$ cat config.mk
export PLATFORM = sky130hd
export DESIGN_NAME = cdb_arbiter
export DESIGN_NICKNAME = d
export VERILOG_FILES = /design/src/rtl/cdb_arbiter.sv
export SDC_FILE = /design/constraint.sdc
export NUM_CORES = 1
export LEC_CHECK = 0
export BUFFER_PORTS_ARGS = -buffer_cell sky130_fd_sc_hd__buf_2
export CAP_MARGIN = 20
export CORE_MARGIN = 4
export CORE_UTILIZATION = 30
export DETAILED_ROUTE_END_ITERATION = 6
export GPL_TIMING_DRIVEN = 0
export PLACE_DENSITY_LB_ADDON = 0.12
export SLEW_MARGIN = 20
export SYNTH_ARGS = -nofsm -noshare
export SYNTH_HDL_FRONTEND = slang
export SYNTH_SLANG_ARGS = --single-unit
$ cat constraint.sdc
create_clock -name clk_in -period 6 [get_ports clk_in]
set_input_delay 1.2 -clock clk_in [delete_from_list [all_inputs] [get_ports clk_in]]
set_output_delay 1.2 -clock clk_in [all_outputs]
set_load 0.1 [all_outputs]
$ cat src/rtl/cdb_arbiter.sv
// Common data bus arbiter: per-requester result FIFOs drained round-robin into a registered CDB.
// Optional macro CDB_ARB_BYPASS_EN lets an empty requester win straight from its inputs.
module cdb_arbiter #(
  parameter int NUM_REQ         = 3,
  parameter int ROB_WIDTH_BIT   = 5,
  parameter int QUEUE_DEPTH_BIT = 1
) (
  input  logic                             clk_in,
  input  logic                             rst_in,
  input  logic                             rdy_in,
  input  logic                             clear_in,
  input  logic [NUM_REQ-1:0]               req_valid,
  input  logic [NUM_REQ*ROB_WIDTH_BIT-1:0] req_id,
  input  logic [NUM_REQ*32-1:0]            req_val,
  output logic [NUM_REQ-1:0]               req_ready,
  output logic                             cdb_valid,
  output logic [ROB_WIDTH_BIT-1:0]         cdb_id,
  output logic [31:0]                      cdb_val,
  output logic [1:0]                       cdb_src
);

  localparam int DEPTH = 1 << QUEUE_DEPTH_BIT;
  localparam logic [QUEUE_DEPTH_BIT:0] CNT_FULL = (QUEUE_DEPTH_BIT+1)'(DEPTH);
  localparam logic [1:0] LAST_REQ = 2'(NUM_REQ-1);

  logic [ROB_WIDTH_BIT-1:0]   r_q_id  [NUM_REQ][DEPTH];
  logic [31:0]                r_q_val [NUM_REQ][DEPTH];
  logic [QUEUE_DEPTH_BIT-1:0] r_head  [NUM_REQ];
  logic [QUEUE_DEPTH_BIT-1:0] r_tail  [NUM_REQ];
  logic [QUEUE_DEPTH_BIT:0]   r_count [NUM_REQ];
  logic [1:0]                 r_rr_ptr;
  logic                       r_cdb_valid;
  logic [ROB_WIDTH_BIT-1:0]   r_cdb_id;
  logic [31:0]                r_cdb_val;
  logic [1:0]                 r_cdb_src;

  logic [NUM_REQ-1:0]       w_cand;
  logic [NUM_REQ-1:0]       w_push;
  logic [NUM_REQ-1:0]       w_pop;
  logic                     w_grant;
  logic [1:0]               w_gnt_idx;
  logic                     w_bypass_win;
  logic [ROB_WIDTH_BIT-1:0] w_win_id;
  logic [31:0]              w_win_val;
  int                       w_idx;

  // Handshake: valid/ready transfer at a posedge when both are high; ready depends only on
  // registered occupancy and rdy_in, so a full FIFO never refills in the cycle it drains.
  always_comb begin
    w_cand       = '0;
    w_push       = '0;
    w_pop        = '0;
    w_grant      = 1'b0;
    w_gnt_idx    = 2'd0;
    w_bypass_win = 1'b0;
    w_win_id     = '0;
    w_win_val    = '0;
    w_idx        = 0;
    for (int k = 0; k < NUM_REQ; k++) begin
      req_ready[k] = rdy_in && (r_count[k] != CNT_FULL);
      w_cand[k]    = (r_count[k] != '0);
`ifdef CDB_ARB_BYPASS_EN
      if ((r_count[k] == '0) && req_valid[k] && req_ready[k]) w_cand[k] = 1'b1;
`endif
    end
    for (int i = 0; i < NUM_REQ; i++) begin
      w_idx = int'(r_rr_ptr) + i;
      if (w_idx >= NUM_REQ) w_idx = w_idx - NUM_REQ;
      if (!w_grant && w_cand[w_idx]) begin
        w_grant   = 1'b1;
        w_gnt_idx = 2'(w_idx);
      end
    end
    // An empty FIFO can only win through the bypass path.
    w_bypass_win = w_grant && (r_count[w_gnt_idx] == '0);
    if (w_bypass_win) begin
      w_win_id  = req_id[w_gnt_idx*ROB_WIDTH_BIT +: ROB_WIDTH_BIT];
      w_win_val = req_val[w_gnt_idx*32 +: 32];
    end else begin
      w_win_id  = r_q_id[w_gnt_idx][r_head[w_gnt_idx]];
      w_win_val = r_q_val[w_gnt_idx][r_head[w_gnt_idx]];
    end
    for (int k = 0; k < NUM_REQ; k++) begin
      w_push[k] = req_valid[k] && req_ready[k] && !clear_in &&
                  !(w_bypass_win && (w_gnt_idx == 2'(k)));
      w_pop[k]  = rdy_in && !clear_in && w_grant && !w_bypass_win && (w_gnt_idx == 2'(k));
    end
  end

  always_ff @(posedge clk_in) begin
    for (int k = 0; k < NUM_REQ; k++) begin
      if (w_push[k]) begin
        r_q_id[k][r_tail[k]]  <= req_id[k*ROB_WIDTH_BIT +: ROB_WIDTH_BIT];
        r_q_val[k][r_tail[k]] <= req_val[k*32 +: 32];
      end
    end
  end

  always_ff @(posedge clk_in) begin
    if (rst_in) begin
      for (int k = 0; k < NUM_REQ; k++) begin
        r_head[k]  <= '0;
        r_tail[k]  <= '0;
        r_count[k] <= '0;
      end
      r_rr_ptr    <= 2'd0;
      r_cdb_valid <= 1'b0;
      r_cdb_id    <= '0;
      r_cdb_val   <= '0;
      r_cdb_src   <= 2'd0;
    end else if (rdy_in) begin
      if (clear_in) begin
        for (int k = 0; k < NUM_REQ; k++) begin
          r_head[k]  <= '0;
          r_tail[k]  <= '0;
          r_count[k] <= '0;
        end
        r_rr_ptr    <= 2'd0;
        r_cdb_valid <= 1'b0;
      end else begin
        for (int k = 0; k < NUM_REQ; k++) begin
          if (w_push[k]) r_tail[k] <= r_tail[k] + QUEUE_DEPTH_BIT'(1);
          if (w_pop[k])  r_head[k] <= r_head[k] + QUEUE_DEPTH_BIT'(1);
          r_count[k] <= r_count[k] + (QUEUE_DEPTH_BIT+1)'(w_push[k])
                                   - (QUEUE_DEPTH_BIT+1)'(w_pop[k]);
        end
        r_cdb_valid <= w_grant;
        if (w_grant) begin
          r_cdb_id  <= w_win_id;
          r_cdb_val <= w_win_val;
          r_cdb_src <= w_gnt_idx;
          r_rr_ptr  <= (w_gnt_idx == LAST_REQ) ? 2'd0 : w_gnt_idx + 2'd1;
        end
      end
    end
  end

  assign cdb_valid = r_cdb_valid;
  assign cdb_id    = r_cdb_id;
  assign cdb_val   = r_cdb_val;
  assign cdb_src   = r_cdb_src;

endmodule

## After elaboration in Yosys (flattened, before gate mapping)

Memories as Yosys holds them, arrays and structs flattened.
Cells that the tools add are included.

| storage, ports and cells | value |
|---|---|
| input bits | 118 |
| bits in writable memories | 234 |
| output and inout bits | 43 |
| word-level logic and storage cells | 220 |
| flip-flop bits (word level) | 42 |
| memories kept | 5 |

| operators by class | value |
|---|---|
| reduce and logical (&&, ||, !) cells | 42 |
| multipliers | 1 |
| order comparisons | 13 |
| bitwise gates (word level) | 23 |
| muxes and demuxes | 106 |
| shift operators | 2 |
| equality and inequality tests | 5 |
| add/sub/neg operators | 18 |

Memories:

| memory | depth | width | rd ports | clocked after Yosys merged registers in | write ports | RTL line | source |
|---|---|---|---|---|---|---|---|
| r_q_val | 3 | 64 | 1 | 0 | 3 | 27 | `logic [31:0] r_q_val [NUM_REQ][DEPTH];` |
| r_q_id | 3 | 10 | 1 | 0 | 3 | 26 | `logic [ROB_WIDTH_BIT-1:0] r_q_id [NUM_REQ][DEPTH];` |
| r_count | 3 | 2 | 4 | 0 | 3 | 30 | `logic [QUEUE_DEPTH_BIT:0] r_count [NUM_REQ];` |
| r_head | 3 | 1 | 4 | 0 | 3 | 28 | `logic [QUEUE_DEPTH_BIT-1:0] r_head [NUM_REQ];` |
| r_tail | 3 | 1 | 3 | 0 | 3 | 29 | `logic [QUEUE_DEPTH_BIT-1:0] r_tail [NUM_REQ];` |

Operators with widths:

| cell | count |
|---|---|
| 32-bit two-way mux | 10 |
| 64-bit two-way mux | 3 |
| 32-bit demux with 1-bit select | 3 |
| 32-bit by 4-bit less-than comparator with 1-bit output, second input constant | 3 |
| 96-bit by 8-bit indexed part select with 32-bit output | 1 |
| 1-bit two-way mux | 62 |
| 5-bit two-way mux | 7 |
| 10-bit two-way mux | 3 |
| 1-bit logical AND | 27 |
| 2-bit two-way mux | 12 |
| 1-bit bitwise OR | 18 |
| 5-bit demux with 1-bit select | 3 |
| 15-bit by 6-bit indexed part select with 5-bit output | 1 |
| 2-bit greater-or-equal comparator, second input constant | 5 |
| 1-bit inverter with 2-bit output | 4 |
| 2-bit nonzero test | 4 |
| 3-bit by 2-bit subtractor with 4-bit output, second input constant | 2 |
| 1-bit zero test | 7 |
| 1-bit adder, second input constant | 6 |
| 2-bit by 1-bit adder with 2-bit output | 3 |
| 1-bit binary-select mux with 2-bit select | 3 |
| 3-bit by 2-bit greater-or-equal comparator with 1-bit output, second input constant | 2 |
| 2-bit by 1-bit less-than comparator with 1-bit output, second input constant | 3 |
| 2-bit != test, second input constant | 3 |
| other kinds (12) | 15 |

## Depth between registers and ports, before layout

Gate-level depths: netlist of the first run.
An unclocked memory read counts as a cell.

| logic depth | value |
|---|---|
| depth in word-level cells | 24 |
| gate-level depth with buffers | 18 |
| mapped depth without buffers | 16 |

## Worst setup path before layout of the first run

OpenSTA, ideal clock, no wires.

| timing path | value |
|---|---|
| path type | input -> output |
| start point | input port rdy_in |
| end point | output port req_ready[1] |
| data required time | 4.800 ns |
| cell stages on the path | 2 |
| setup slack | 1.176 ns |
| path buffers | 1 |
| arrival | 3.624 ns |
| cells stage by stage | clkbuf_1 -> a21boi_0 |

| between the ends | value |
|---|---|
| longest elaborated chain between the ends | 1 |

Ends and longest elaborated chain:

| item | RTL line | source |
|---|---|---|
| start, declared | 10 | `input logic rdy_in,` |
| 1-bit logical AND | 60 | `req_ready[k] = rdy_in && (r_count[k] != CNT_FULL);` |
| end, declared | 15 | `output logic [NUM_REQ-1:0] req_ready,` |

Every way passes these cells.

==> results of run 1 <==
[Yosys cell counts, types with 2 or more instances]
cell type  number  area share, %
a211oi_1        3           0.20
a21oi_1        13           0.57
a221o_1        37            3.3
a221oi_1       44            3.4
a221oi_2       30            4.0
a222oi_1       37            3.3
a31o_2          2           0.15
a31oi_1         2           0.11
and2_1          5           0.27
and3_1          5           0.27
buf_1           4           0.13
buf_2          14           0.62
buf_4           4           0.26
buf_6           7           0.69
clkbuf_1       29           0.96
dfxtp_1        42            7.4
edfxtp_1      234             62
ha_1            9           0.99
inv_1          15           0.49
mux2_2          2           0.20
mux2i_1        38            3.3
nand2_1        12           0.40
nand2b_1        2           0.11
nand3_1         2          0.088
nor2_1         55            1.8
nor2_4          2           0.20
nor2b_1         4           0.22
nor3_1          8           0.35
nor3b_1         2           0.13
o211a_1         2           0.18
o21ai_0         8           0.35
o22ai_1        38            2.1
xnor2_1         3           0.23
xor2_1          3           0.23
[where the power goes]
group / switching [mW] / internal (mW) / total [mW]
Combinational: 0.942 / 0.402 / 1.34
Clock: 0.782 / 1.14 / 1.92
Sequential: 0.0431 / 2.16 / 2.21
Total: 1.77 / 3.71 / 5.47
[worst max-delay path by stage]
| stage | startpoint | end | slack (ns) | cells after the start |
|---|---|---|---|---|
| finish | r_rr_ptr[0] | r_count[1][1] | 1.80 | 18 |
| floorplan | rdy_in | req_ready[1] | 1.18 | 2 |
| CTS | r_rr_ptr[0] | r_count[1][1] | 1.75 | 18 |
| global route | r_rr_ptr[0] | r_count[1][1] | 1.46 | 17 |
| global placement | r_rr_ptr[0] | r_q_id[0][5] | -0.93 | 9 |
| detailed placement | r_rr_ptr[0] | r_count[1][1] | 1.76 | 18 |
[sequential cells by signal, indices dropped and copies added (netlist names)]
register	count
r_q_id	30
r_rr_ptr	2
cdb_valid	1
cdb_src	2
r_head	3
cdb_val	32
r_tail	3
r_q_val	192
cdb_id	5
r_count	6
[cells by family (layout without fill, tap and decap cells)]
kind of cell,Yosys count,in the layout
and+or+nand+nor,105,105
adders and majority gates,9,9
muxes,40,40
DFF,276,276
buffers and inverters,74,300
xor gates and xnor gates,6,6
AOI/OAI and AO/OA,225,225
[area by class of cell]
class / count / area, um^2
Buffer: 58 / 303
Inverter: 16 / 60.1
Multi-Input combinational cell: 385 / 3190
Clock buffer: 47 / 941
Tap cell: 511 / 639
Timing Repair Buffer: 166 / 928
Clock inverter: 13 / 93.8
Sequential cell: 276 / 7870
Fill cell: 3625 / 23600
[per-layer routing]
metal	up-vias	GRT usage, %	share of wire, %
li1	3513	-	-
met1	3923	25.2	45
met2	304	28.3	47
met3	39	3.19	6.8
met4	2	3.66	1.3
met5	-	0	0.054
[worst reg2reg max path, cell delays in order (launching register included)]
cell and delay (ns):
dfxtp_1 0.37, inv_1 0.08, ha_1 0.28, buf_4 0.16, inv_2 0.07, or4_1 0.56, a21oi_1 0.23, a31o_2 0.13
buf_2 0.22, buf_2 0.28, clkbuf_1 0.54, nand2_1 0.16, inv_1 0.09, ha_1 0.22, inv_1 0.05, ha_1 0.15
xor2_1 0.19, xnor2_1 0.14, nor2_1 0.05
[cells in the final DEF, fill, tap and decap left out, types with 3 or more instances in the layout]
cell type and instances:
edfxtp_1 234, buf_2 174, nor2_1 55, a221oi_1 44
dfxtp_1 42, clkbuf_1 39, o22ai_1 38, mux2i_1 38
a222oi_1 37, a221o_1 37, clkbuf_16 35, a221oi_2 30
inv_1 15, nand2_1 12, a21oi_1 12, ha_1 9
nor3_1 8, o21ai_0 8, buf_6 7, clkinv_2 7
and3_1 5, buf_12 5, buf_4 4, buf_1 4
a211oi_1 3, and2_4 3, nor2b_4 3, xor2_1 3
xnor2_1 3, clkinv_1 3
[through the flow]
step,area (um^2),setup slack (ns),std cells,setup TNS (ns)
3_5_place_dp,13000,1.76,1412,0
6_report,14000,1.80,1472,0
4_1_cts,14000,1.75,1472,0
5_1_grt,14000,1.46,1472,0
3_3_place_gp,12800,-0.925,1406,-44.22
2_1_floorplan,11400,1.18,735,0
==> qor.csv, run 1 <==
metric;value;unit
Worst path max stage delay;0.56;ns
DRC;0;
CTS Root Cell;clkbuf_16;
WHS Path Cells;2;
first-pass GRT wire length;53800;um
synthesized area per cell;15.5;um^2
core area;37600;um^2
Max Fclk;0.238;GHz
number of DRC markers in iteration 0;726;
Ant. Diodes;0;
Yosys cell types;52;
Max Cap Viol;0;
largest net degree at the start of global routing;38;
Worst Hold Endpoint;cdb_src[0];
Post-synth top flop;edfxtp_1;
post-DP HPWL;24300;um
Crit Path Class;register to register;
Crit Reg-Reg Startpoint;r_rr_ptr[0];
Hold Fails Final Rpt;0;
Synth Net Count;862;
GP Congestion;0.750;
drt via density;5.29;
Reg2Reg Depth;18;
hold wc startpoint;cdb_src[0];
Tightest Hold Check Type;register to register;
TritonCTS clock tree;built;
Slew HR;34.7;%
RSZ-0062 raised after global routing;false;
die height;203;um
gr ovfl total;0;
period utilization;69.9;%
vias in the first global route;8005;
register bit total from synthesis;276;
TritonCTS buffer count;34;
total wire length;37200;um
# setup viols final;0;
xor/xnor share of the synthesized area;0.462;%
antenna violations before repair;1;
row count;71;
startpoint types;register;
main combinational cell family by area after synthesis;compound AO/OA/AOI/OAI gates;
Pre-antenna DRT Iters;6;
Syn Inst Count;735;
flop2flop setup slack;1.80;ns
critical path data arrival time;4.47;ns
EDFF count, synth;234;
static leakage;5.08;nW
Global Route Usage Sum;17.6;%
setup bufs post-CTS;0;
Compound-Gate Fraction of Synth Area;18.2;%
Top delay family on crit path;buffers and inverters;
vias post-DR;7781;
hold buffers post-CTS;0;
Routed Antenna Nets;0;
Area growth syn-to-layout;23.2;%
I/O pin count;161;
maximum root-to-sink buffer count;3;
Synth Cell Area;11400;um^2
H-tree Lvls;2;
worst skew pair latency;0.52;ns
ys async rst share;0;%
Ys Warns;0;
die footprint;41100;um^2
pwr dens;390;nW/um^2
CTS sink cnt;276;
clk slew on worst S/H paths;0.06;ns
DR WL/cell;25.3;um
max-slew violations;0;
Power Total;5.47;mW
mux share of post-synthesis cell area;3.54;%
Core Util, Final;37.3;%
simple logic cell fraction of the synthesized area;4.50;%
status;finished, final reports clean;
Data required, critical path;6.27;ns
initial core utilization;30.3;%
VDD IR max;0.192;mV
fin nets;1064;
actual slew at the worst max-slew pin;0.980;ns
share of post-route cells with drive strength above 1;30.2;%
Seq/Total Area, Yosys;69.1;%
min cycle time layout;4.20;ns
Die W;203;um
CP Buf/Inv Count;8;
clock skew;0.0212;ns
buffers added on ports;160;
CP Cell Sequence;inv_1, ha_1, buf_4, inv_2, or4_1, a21oi_1, a31o_2, buf_2, buf_2, clkbuf_1, nand2_1, inv_1, ha_1, inv_1, ha_1, xor2_1, xnor2_1, nor2_1;
top fanout value on the critical path;10;
adder-cell share of the synthesized area;0.989;%
reg2reg end;r_count[1][1];
slowest CP cell;or4_1;
Resized cells post-CTS;0;
Crit. End Element;register;
worst hold margin;0.454;ns
(Power assumes the default switching activity.)
==> run 2, diff against run 1 <==
Clock period 6 ns to 3.4 ns, I/O delays scaled along.
==> qor.csv, run 2 (synthesized netlist as in run 1, its figures left out) <==
metric;value;unit
max-slew violations;0;
worst skew pair latency;0.57;ns
CP Cell Sequence;buf_6, ha_4, inv_4, or4_4, a21oi_4, a21oi_2, mux2_4, buf_4, a31oi_4, nor2b_4, clkbuf_16, buf_12;
startpoint types;register;
Filler cells;3593;
Worst path max stage delay;0.56;ns
min cycle time layout;3.36;ns
Crit Path Class;register to register;
maximum root-to-sink buffer count;3;
Finished Layout Cells;1495;
vias in the first global route;8243;
Pre-antenna DRT Iters;6;
RSZ-0062 raised after global routing;true;
Area growth syn-to-layout;28.4;%
met1 usage;25.1;%
first-pass GRT wire length;55400;um
die height;203;um
largest net degree at the start of global routing;38;
Top delay family on crit path;simple AND/OR/NAND/NOR gates;
buffers added on ports;160;
TritonCTS clock tree;built;
post-DP HPWL;24700;um
CTS sink cnt;276;
Data required, critical path;3.68;ns
max reg flops;192;
core area;37600;um^2
gr ovfl total;0;
I/O pin count;161;
actual slew at the worst max-slew pin;0.885;ns
total wire length;38200;um
Crit. End Element;register;
DRC;0;
initial core utilization;30.3;%
commonest non-fill, non-tap cells in the layout;edfxtp_1 (234), buf_2 (173), nor2_1 (53), a221oi_1 (44), dfxtp_1 (40);
Slew HR;41.0;%
top fanout value on the critical path;12;
CP Buf/Inv Count;5;
TritonCTS buffer count;31;
# placed instances;1412;
number of DRC markers in iteration 0;561;
GR peak layer;met2;
hold buffers post-CTS;0;
status;finished, final reports clean;
commonest non-fill, non-tap cell in the layout;edfxtp_1;
clock skew;0.00861;ns
drt via density;5.31;
critical path data arrival time;3.64;ns
Hold Fails Final Rpt;0;
die footprint;41100;um^2
Global Route Usage Sum;17.9;%
GR Layer Usage met3;2.81;%
antenna violations before repair;2;
row count;71;
GP Congestion;0.764;
pwr dens;681;nW/um^2
period utilization;98.9;%
flop2flop setup slack;0.04;ns
Max Fclk;0.297;GHz
Routed Antenna Nets;0;
VDD IR max;0.399;mV
CTS Root Cell;clkbuf_16;
Max Cap Viol;0;
static leakage;5.31;nW
Die W;203;um
setup ws final;0.0382;ns
Tightest Hold Check Type;primary input to register;
vias post-DR;7941;
slowest CP cell;or4_4;
Post-Place Worst Slack;-0.847;ns
clk slew on worst S/H paths;0.06;ns
Power Total;9.96;mW
DR WL/cell;25.5;um
share of post-route cells with drive strength above 1;36.5;%
H-tree Lvls;1;
# setup viols final;0;
met2 Resource Use GR;29.6;%
fin nets;1085;
==> run 2: cell types whose count changed in the layout (fill, tap and decap cells not counted), moves of 4 or more <==
| cell | change |
|---|---|
| buf_12 | -4 |
| buf_16 | +4 |
| buf_4 | +21 |
| buf_6 | +4 |
| bufinv_16 | +4 |
| clkbuf_1 | -12 |
| clkbuf_2 | +5 |
| ha_1 | -6 |
| ha_4 | +5 |
| inv_1 | -5 |
==> run 2: metrics by stage <==
| stage | util [%] | hold WS [ns] | TNS [ns] | cell area (um^2) |
|---|---|---|---|---|
| 3_3_place_gp | 34.2 | 0.462 | -294.88 | 12800 |
| 5_1_grt | 38.9 | 0.288 | -2.02 | 14600 |
| 3_5_place_dp | 34.7 | 0.465 | -52.68 | 13000 |
| 4_1_cts | 38.3 | 0.290 | 0 | 14400 |
| 6_report | 38.9 | 0.314 | 0 | 14600 |
| 2_1_floorplan | - | 0.469 | 0 | 11400 |
==> run 2: layer usage <==
metal,up-vias,part of all wire (%)
li1,3573,-
met1,4009,44
met2,312,47
met3,47,6.0
met4,0,2.1
met5,-,0
==> run 2: cell type report <==
type                            instances  area [um^2]  area share (%)
Antenna cell                            1         2.50          0.0171
Buffer                                 56          343            2.35
Clock buffer                           40          840            5.74
Clock inverter                         18          235            1.61
Inverter                               16         65.1           0.445
Multi-Input combinational cell        386         3450            23.6
Sequential cell                       276         7870            53.9
Tap cell                              511          639            4.37
Timing Repair Buffer                  191         1170            8.01
==> run 2: repair_timing <==
action / in CTS / in global routing
cloned: 1 / 0
pin swaps: 10 / 19
gates resized for setup: 50 / 31
endpoints found under the setup margin: 138 / 53
buffers inserted: 9 / 16
==> run 2: final timing paths <==
| path | cells past startpoint | to | from |
|---|---|---|---|
| setup / recovery | 12 | r_q_val[0][55] | r_rr_ptr[1] |
| hold / removal | 1 | r_q_val[0][30] | req_val[30] |
| setup reg to reg | 12 | r_q_val[0][55] | r_rr_ptr[1] |
| hold reg to reg | 2 | cdb_src[0] | cdb_src[0] |
==> run 2: worst register-to-register path: stages (launching register included) <==
cell,delay (ns)
dfxtp_4,0.36
buf_6,0.12
ha_4,0.33
inv_4,0.06
or4_4,0.56
a21oi_4,0.19
a21oi_2,0.05
mux2_4,0.34
buf_4,0.15
a31oi_4,0.32
nor2b_4,0.25
clkbuf_16,0.17
buf_12,0.15
==> run 2: power by group <==
part	internal, mW	total, mW	switching [mW]
registers	3.82	3.90	0.0787
logic	0.811	2.54	1.73
clock network	2.12	3.52	1.40
total	6.75	9.96	3.20
